==> src/rtl/asip_pkg.sv <==
`default_nettype none
// ============================================================================
// Module      : asip_pkg
// Description : Shared widths and types for the 17-bit ASIP front-end.
// Revision    : 1.0 - initial release
// ============================================================================
package asip_pkg;

    localparam int INSTR_W = 17;
    localparam int PC_W    = 16;

    typedef enum logic [1:0] {
        FETCH   = 2'd0,
        DISCARD = 2'd1,
        HOLD    = 2'd2
    } fetch_state_t;

    typedef logic [INSTR_W-1:0] instr_t;

endpackage : asip_pkg
`default_nettype wire

==> src/rtl/instr_fetch_unit.sv <==
`default_nettype none
// ============================================================================
// Module      : instr_fetch_unit
// Description : PC sequencing, req/ack instruction fetch, one-entry buffer and
//               branch redirect with wrong-path squashing.
// Revision    : 1.0 - initial release
// ============================================================================
module instr_fetch_unit
    import asip_pkg::*;
#(
    parameter int              PC_W     = asip_pkg::PC_W,
    parameter int              INSTR_W  = asip_pkg::INSTR_W,
    parameter logic [PC_W-1:0] RESET_PC = '0
) (
    input  logic               clk,
    input  logic               reset,
    output logic               imem_req,
    output logic [PC_W-1:0]    imem_addr,
    input  logic               imem_ack,
    input  logic [INSTR_W-1:0] imem_rdata,
    output logic               instr_valid,
    output logic [INSTR_W-1:0] instr,
    output logic [PC_W-1:0]    instr_pc,
    input  logic               instr_ready,
    input  logic               pc_src,
    input  logic [PC_W-1:0]    branch_target
);

    fetch_state_t       state;
    fetch_state_t       state_nxt;
    logic [PC_W-1:0]    pc;
    logic [PC_W-1:0]    pc_nxt;
    logic [PC_W-1:0]    req_addr;
    logic [PC_W-1:0]    req_addr_nxt;
    logic [INSTR_W-1:0] instr_nxt;
    logic [PC_W-1:0]    instr_pc_nxt;
    logic               instr_valid_nxt;

    always_ff @(posedge clk or negedge reset) begin
        if (!reset) begin
            state       <= FETCH;
            pc          <= RESET_PC;
            req_addr    <= RESET_PC;
            instr_valid <= 1'b0;
            instr       <= '0;
            instr_pc    <= '0;
        end else begin
            state       <= state_nxt;
            pc          <= pc_nxt;
            req_addr    <= req_addr_nxt;
            instr_valid <= instr_valid_nxt;
            instr       <= instr_nxt;
            instr_pc    <= instr_pc_nxt;
        end
    end

    always_comb begin
        state_nxt       = state;
        pc_nxt          = pc;
        req_addr_nxt    = req_addr;
        instr_valid_nxt = instr_valid;
        instr_nxt       = instr;
        instr_pc_nxt    = instr_pc;

        unique case (state)
            FETCH: begin
                if (imem_ack && pc_src) begin
                    // Redirect coincides with the returning word: drop it and
                    // issue the target immediately.
                    req_addr_nxt = branch_target;
                    pc_nxt       = branch_target;
                end else if (imem_ack) begin
                    instr_nxt       = imem_rdata;
                    instr_pc_nxt    = req_addr;
                    instr_valid_nxt = 1'b1;
                    pc_nxt          = req_addr + PC_W'(1);
                    state_nxt       = HOLD;
                end else if (pc_src) begin
                    // Outstanding request cannot be withdrawn; drain it first.
                    pc_nxt    = branch_target;
                    state_nxt = DISCARD;
                end
            end
            DISCARD: begin
                if (pc_src) begin
                    pc_nxt = branch_target;
                end
                if (imem_ack) begin
                    req_addr_nxt = pc_src ? branch_target : pc;
                    state_nxt    = FETCH;
                end
            end
            HOLD: begin
                if (pc_src) begin
                    instr_valid_nxt = 1'b0;
                    pc_nxt          = branch_target;
                    req_addr_nxt    = branch_target;
                    state_nxt       = FETCH;
                end else if (instr_ready) begin
                    instr_valid_nxt = 1'b0;
                    req_addr_nxt    = pc;
                    state_nxt       = FETCH;
                end
            end
            default: begin
                state_nxt = FETCH;
            end
        endcase
    end

    // Reset gates the request so the memory never sees one during reset.
    assign imem_req  = reset && ((state == FETCH) || (state == DISCARD));
    assign imem_addr = req_addr;

endmodule : instr_fetch_unit
`default_nettype wire
==> config.mk <==
export PLATFORM = sky130hd
export DESIGN_NAME = instr_fetch_unit
export DESIGN_NICKNAME = d
export VERILOG_FILES = /design/src/rtl/asip_pkg.sv /design/src/rtl/instr_fetch_unit.sv
export SDC_FILE = /design/constraint.sdc
export NUM_CORES = 1
export LEC_CHECK = 0
export CORE_UTILIZATION = 52
export CTS_CLUSTER_DIAMETER = 60
export CTS_CLUSTER_SIZE = 24
export DETAILED_ROUTE_END_ITERATION = 8
export GPL_ROUTABILITY_DRIVEN = 0
export GPL_TIMING_DRIVEN = 0
export PLACE_DENSITY = 0.85
export SLEW_MARGIN = 0
export SYNTH_ARGS = -nofsm -noshare
export SYNTH_HDL_FRONTEND = slang
export SYNTH_SLANG_ARGS = --single-unit
==> constraint.sdc <==
create_clock -name clk -period 3.37 [get_ports clk]
set_input_delay 0.674 -clock clk [delete_from_list [all_inputs] [get_ports clk]]
set_output_delay 0.674 -clock clk [all_outputs]
set_load 0.02 [all_outputs]
# Yosys cells after proc, flatten, opt, wreduce, memory -nomap -nowiden
# Cells that the tools add are included.
# classes
addsub	1
eq_ne	8
n_mux	21
bitwise_logic	1
n_reduce_logical	12
# op_table
cell	n
2-to-1 mux 16 bit	7
one-hot mux 16 bit (3 select lines)	1
one-hot mux 16 bit (2 select lines)	1
adder 16 x 1 -> 16 bit, second input constant	1
2-to-1 mux 2 bit	6
AND reduction 4 bit	3
!= test 2 bit, second input constant	4
!= test 3 bit, second input constant	2
one-hot mux 2 bit (3 select lines)	1
2-to-1 mux 1 bit	4
nonzero test 2 bit	2
AND reduction 3 bit	1
nonzero test 3 bit	1
equality test 2 x 1 -> 1 bit, second input constant	1
equality test 2 bit, second input constant	1
logical AND 1 bit	2
zero test 2 bit	1
one-hot mux 1 bit (2 select lines)	1
OR reduction 2 bit	1
logical OR 1 bit	1
inverter 1 bit	1
# word_totals
regBits	68
inputBits	38
output_inout_bits	51

# Longest topological paths before layout
# depth
depth_word	4
depth_mapped	8

# Worst setup path after synthesis
# OpenSTA, ideal clock, no wires.
# synth_path
path_kind	reg-to-reg
from	reg state[0]
to	reg req_addr[10], in the netlist imem_addr[10]
setup_ns	0.128
t_arrival_ns	1.846
t_required_ns	3.242
setup_slack_ns	1.396
path_stages_with_launch	8
path_buffers	2
period_less_slack_ns	1.974
path_cell_list	dfrtp_1 inv_1 ha_1 nand2b_1 buf_2 buf_2 mux2_2 mux2_1
# synth_via
elab_chain_len	3
elab_cells_between_ends	9
cone_classes	eq/ne: 5; mux: 1; reduce/logical: 3
# synth_lines
item	line_no	source
start: declaration	instr_fetch_unit.sv:29	fetch_state_t state;
start signal: assignment	instr_fetch_unit.sv:48	state <= state_nxt;
equality test 2 bit, or another cell as far along	instr_fetch_unit.sv:65	unique case (state)
!= test 3 bit (no source line), or another cell as far along	--	
AND reduction 4 bit (no source line)	--	
end signal: assignment	instr_fetch_unit.sv:50	req_addr <= req_addr_nxt;
end: declaration	instr_fetch_unit.sv:33	logic [PC_W-1:0] req_addr;
# Parallel ways exist; a longest one is shown, timed or not.
# A chain may end at the register's enable or synchronous reset.

# Worst setup path after layout
# layout_path
from	in reset
to	out imem_req
# layout_via
elab_chain_len	1
# layout_lines
item	line_no	source
start: declaration	instr_fetch_unit.sv:16	input logic reset,
logical AND 1 bit	instr_fetch_unit.sv:112	assign imem_req = reset && ((state == FETCH) || (state == DISCARD));
end: declaration	instr_fetch_unit.sv:17	output logic imem_req,
# Every way passes these cells.

==> load_flow_metrics.sql <==
INSERT INTO impl_metrics (metric_group, metric, value, unit) VALUES
('final_layout', 'utilization', '0.747', ''),
('grt', 'grt_start_max_net_pins', '70', ''),
('power', 'switching_power', '0.00181', 'W'),
('yosys', 'avgSynthCellArea', '12.2', 'sq um'),
('run_status', 'status', 'complete, no violations', ''),
('final_layout', 'design_area', '0.00450', 'sq mm'),
('critical_path', 'ordered_cell_list_for_the_critical_path', 'buf_4, and2_1, clkdlybuf4s50_1', ''),
('power', 'part_of_the_total_power_dissipated_in_the_clock_network', '0.172', ''),
('drt', 'detail-route-antenna-nets', '0', ''),
('critical_path', 'cp_top_family', 'buffers and inverters', ''),
('power', 'power_density', '1050', 'mW/mm^2'),
('sta', 'slew-limit-headroom', '0.427', ''),
('clock_tree', 'cts_setup_buffers', '0', ''),
('yosys', 'synth_cells', '271', ''),
('drt', 'dr.pass1.iters', '4', ''),
('clock_tree', 'cts_made_buffers', '9', ''),
('power', 'design_power_total', '0.00474', 'W'),
('power', 'peakVddDrop', '625', 'uV'),
('grt', 'via_count_of_the_first_global_routing_pass', '2556', ''),
('power', 'switching_share', '0.383', ''),
('die', 'core_region_area', '0.00603', 'sq mm'),
('critical_path', 'worstSetupEndpointType', 'primary output', ''),
('sta', 'tightestPinTransition', '860', 'ps'),
('grt', 'grt_use_total', '0.255', ''),
('critical_path', 'worstSetupPathType', 'in2out', ''),
('sta', 'setup_viol', '0', ''),
('job', 'maxcap_violations', '0', ''),
('yosys', 'synth-edff-count', '0', ''),
('power', 'p_comb_frac', '0.493', ''),
('drt', 'wl_per_cell', '17.3', 'microns'),
('yosys', 'postSynth.asyncResetShare', '1.00', ''),
('critical_path', 'timing.critical_path.arrival', '2170', 'ps'),
('sta', 'final_period_minus_worst_setup_slack', '2850', 'ps'),
('final_layout', 'antenna_cells', '0', ''),
('yosys', 'synth-warning-count', '0', ''),
('drt', 'drt_iter0_drc', '196', ''),
('clock_tree', 'cts_htree_levels', '3', ''),
('clock_tree', 'holdBufCountCts', '0', ''),
('yosys', 'synth.lib_cells_used.distinct', '40', ''),
('power', 'power.share.sequential', '0.335', ''),
('yosys', 'synth_area', '0.00330', 'sq mm'),
('clock_tree', 'clock_sinks', '68', ''),
('critical_path', 'crit_slowest_cell', 'sky130_fd_sc_hd__buf_4', ''),
('clock_tree', 'cts.root.buffer_cell', 'sky130_fd_sc_hd__clkbuf_8', ''),
('die', 'pin_count', '89', ''),
('die', 'die_h', '81.7', 'microns'),
('grt', 'number_of_antenna_violations_at_the_first_check_in_global_routing', '0', ''),
('final_layout', 'layout-drive-gt1-share', '0.203', ''),
('grt', 'grt_overflow_total', '0', ''),
('final_layout', 'area_delta_synth_final', '36.4', '%'),
('sta', 'timing.final.crit_share', '0.845', ''),
('die', 'placement_row_count', '28', ''),
('sta', 'tns', '0', 'ps'),
('final_layout', 'final_nets', '412', ''),
('drt', 'via_count', '2557', ''),
('drt', 'finalWirelength', '7790', 'microns'),
('die', 'start_util', '0.548', ''),
('clock_tree', 'post_cts_resize_count', '0', ''),
('critical_path', 'critPathRequiredTime', '2700', 'ps'),
('grt', 'grt_first_pass_wirelength', '12400', 'microns'),
('sta', 'max_freq', '351', 'MHz'),
('final_layout', 'fill_cell_total_of_the_finished_layout', '417', ''),
('placement', 'port_buffers', '87', ''),
('yosys', 'yosysSeqAreaShare', '0.516', ''),
('clock_tree', 'clk_latency', '350', 'ps'),
('sta', 'maxSlewViolCount', '0', ''),
('yosys', 'synth-seq-cells', '68', ''),
('yosys', 'postSynthNetCount', '314', ''),
('critical_path', 'critical_path.max_fanout', '69', ''),
('yosys', 'synth-main-ff-cell', 'sky130_fd_sc_hd__dfrtp_1', ''),
('die', 'fp.dieArea', '0.00667', 'sq mm');
## cells in the mapped netlist (4+ instances only)
cell                       instances  area [sq um]
sky130_fd_sc_hd__dfrtp_1          68          1700
sky130_fd_sc_hd__mux2_2           43           484
sky130_fd_sc_hd__mux2_1           21           236
sky130_fd_sc_hd__a21oi_1          16          80.1
sky130_fd_sc_hd__o22ai_1          15          93.8
sky130_fd_sc_hd__buf_2            10          50.1
sky130_fd_sc_hd__inv_1             8          30.0
sky130_fd_sc_hd__xor2_1            8          70.1
sky130_fd_sc_hd__nand2_1           7          26.3
sky130_fd_sc_hd__nand3_1           6          30.0
sky130_fd_sc_hd__nand4_1           6          37.5
sky130_fd_sc_hd__ha_1              5          62.6
sky130_fd_sc_hd__o21ai_0           5          25.0
sky130_fd_sc_hd__xnor2_1           5          43.8
sky130_fd_sc_hd__a22oi_1           4          30.0
sky130_fd_sc_hd__clkbuf_1          4          15.0
sky130_fd_sc_hd__nand2b_1          4          25.0
sky130_fd_sc_hd__nor2_1            4          15.0
## state kept, by name, indices dropped and copies added, names as in the netlist
register	count
imem_addr	16
instr	17
instr_pc	16
instr_valid	1
pc	16
state	2
## routing by layer
metal	wire [microns]	global-route usage	vias to the layer above
met1	3370	0.332	1268
li1	-	-	1188
met5	0	0	-
met3	415	0.0489	12
met2	3870	0.410	89
met4	128	0.121	0
## final cells by class
class	count	area, sq um	share of cell area
plain buffers	15	72.6	0.0161
clock buffers	10	128	0.0284
clock inverters	6	111	0.0247
inverters	10	37.5	0.00834
multi-input cells	178	1490	0.331
flip-flops and latches	68	1700	0.378
well taps	75	93.8	0.0209
repair buffers	87	868	0.193
## power by group through the flow
| stage | combinational, W | sequential (W) | clock [W] |
|---|---|---|---|
| after CTS | 0.00235 | 0.00158 | 0.000832 |
| after global routing | 0.00249 | 0.00165 | 0.000857 |
| after global placement | 0.00227 | 0.00156 | 0 |
| final | 0.00233 | 0.00159 | 0.000816 |
| after detailed placement | 0.00232 | 0.00159 | 0 |
| after floorplan | 0.00103 | 0.00190 | 0 |
## stage by stage
step	worst slack [ps]	hold WS, ps	instances
floorplan	1400	378	271
global placement	-1620	472	433
detailed placement	476	481	433
CTS	477	466	449
global route	335	500	449
finish	523	439	449
## cells in the final DEF, fill, tap and decap left out, types with 2 or more instances in the layout
master,netlist,routed
sky130_fd_sc_hd__clkdlybuf4s50_1,0,86
sky130_fd_sc_hd__dfrtp_1,68,68
sky130_fd_sc_hd__mux2_2,43,43
sky130_fd_sc_hd__mux2_1,21,21
sky130_fd_sc_hd__a21oi_1,16,16
sky130_fd_sc_hd__o22ai_1,15,15
sky130_fd_sc_hd__buf_2,10,10
sky130_fd_sc_hd__clkbuf_8,0,9
sky130_fd_sc_hd__inv_1,8,8
sky130_fd_sc_hd__xor2_1,8,8
sky130_fd_sc_hd__nand2_1,7,7
sky130_fd_sc_hd__nand4_1,6,6
sky130_fd_sc_hd__nand3_1,6,6
sky130_fd_sc_hd__xnor2_1,5,5
sky130_fd_sc_hd__clkbuf_1,4,5
sky130_fd_sc_hd__o21ai_0,5,5
sky130_fd_sc_hd__ha_1,5,5
sky130_fd_sc_hd__nor2_1,4,4
sky130_fd_sc_hd__nand2b_1,4,4
sky130_fd_sc_hd__a22oi_1,4,4
sky130_fd_sc_hd__and2_1,3,3
sky130_fd_sc_hd__nor2b_1,3,3
sky130_fd_sc_hd__a221o_1,3,3
sky130_fd_sc_hd__nor3_1,3,3
sky130_fd_sc_hd__bufinv_16,0,3
sky130_fd_sc_hd__inv_2,2,2
sky130_fd_sc_hd__buf_4,1,2
sky130_fd_sc_hd__a22o_1,2,2
## cells by family (layout without fill, tap and decap cells)
logic type | Yosys count | after routing | share of synthesized area
xor gates and xnor gates | 13 | 13 | 0.0345
DFF | 68 | 68 | 0.516
adders and majority gates | 5 | 5 | 0.0190
muxes | 64 | 64 | 0.218
and+or+nand+nor | 45 | 45 | 0.0793
buffers and inverters | 25 | 128 | 0.0334
AOI/OAI and AO/OA | 51 | 51 | 0.0997
## path summary, 6_finish.rpt
check                           startpoint       endpoint  slack, ps  depth (start not counted)
max in group asynchronous            reset  imem_addr[14]       2380                          1
worst min register to register    instr[7]       instr[7]        490                          1
worst max register to register    state[0]  imem_addr[14]       1040                          7
worst min-delay path                 reset       instr[8]        440                          1
worst max-delay path                 reset       imem_req        520                          3
min in group clk                  instr[7]       instr[7]        490                          1
Note: power is estimated with default switching activity, not from simulation.
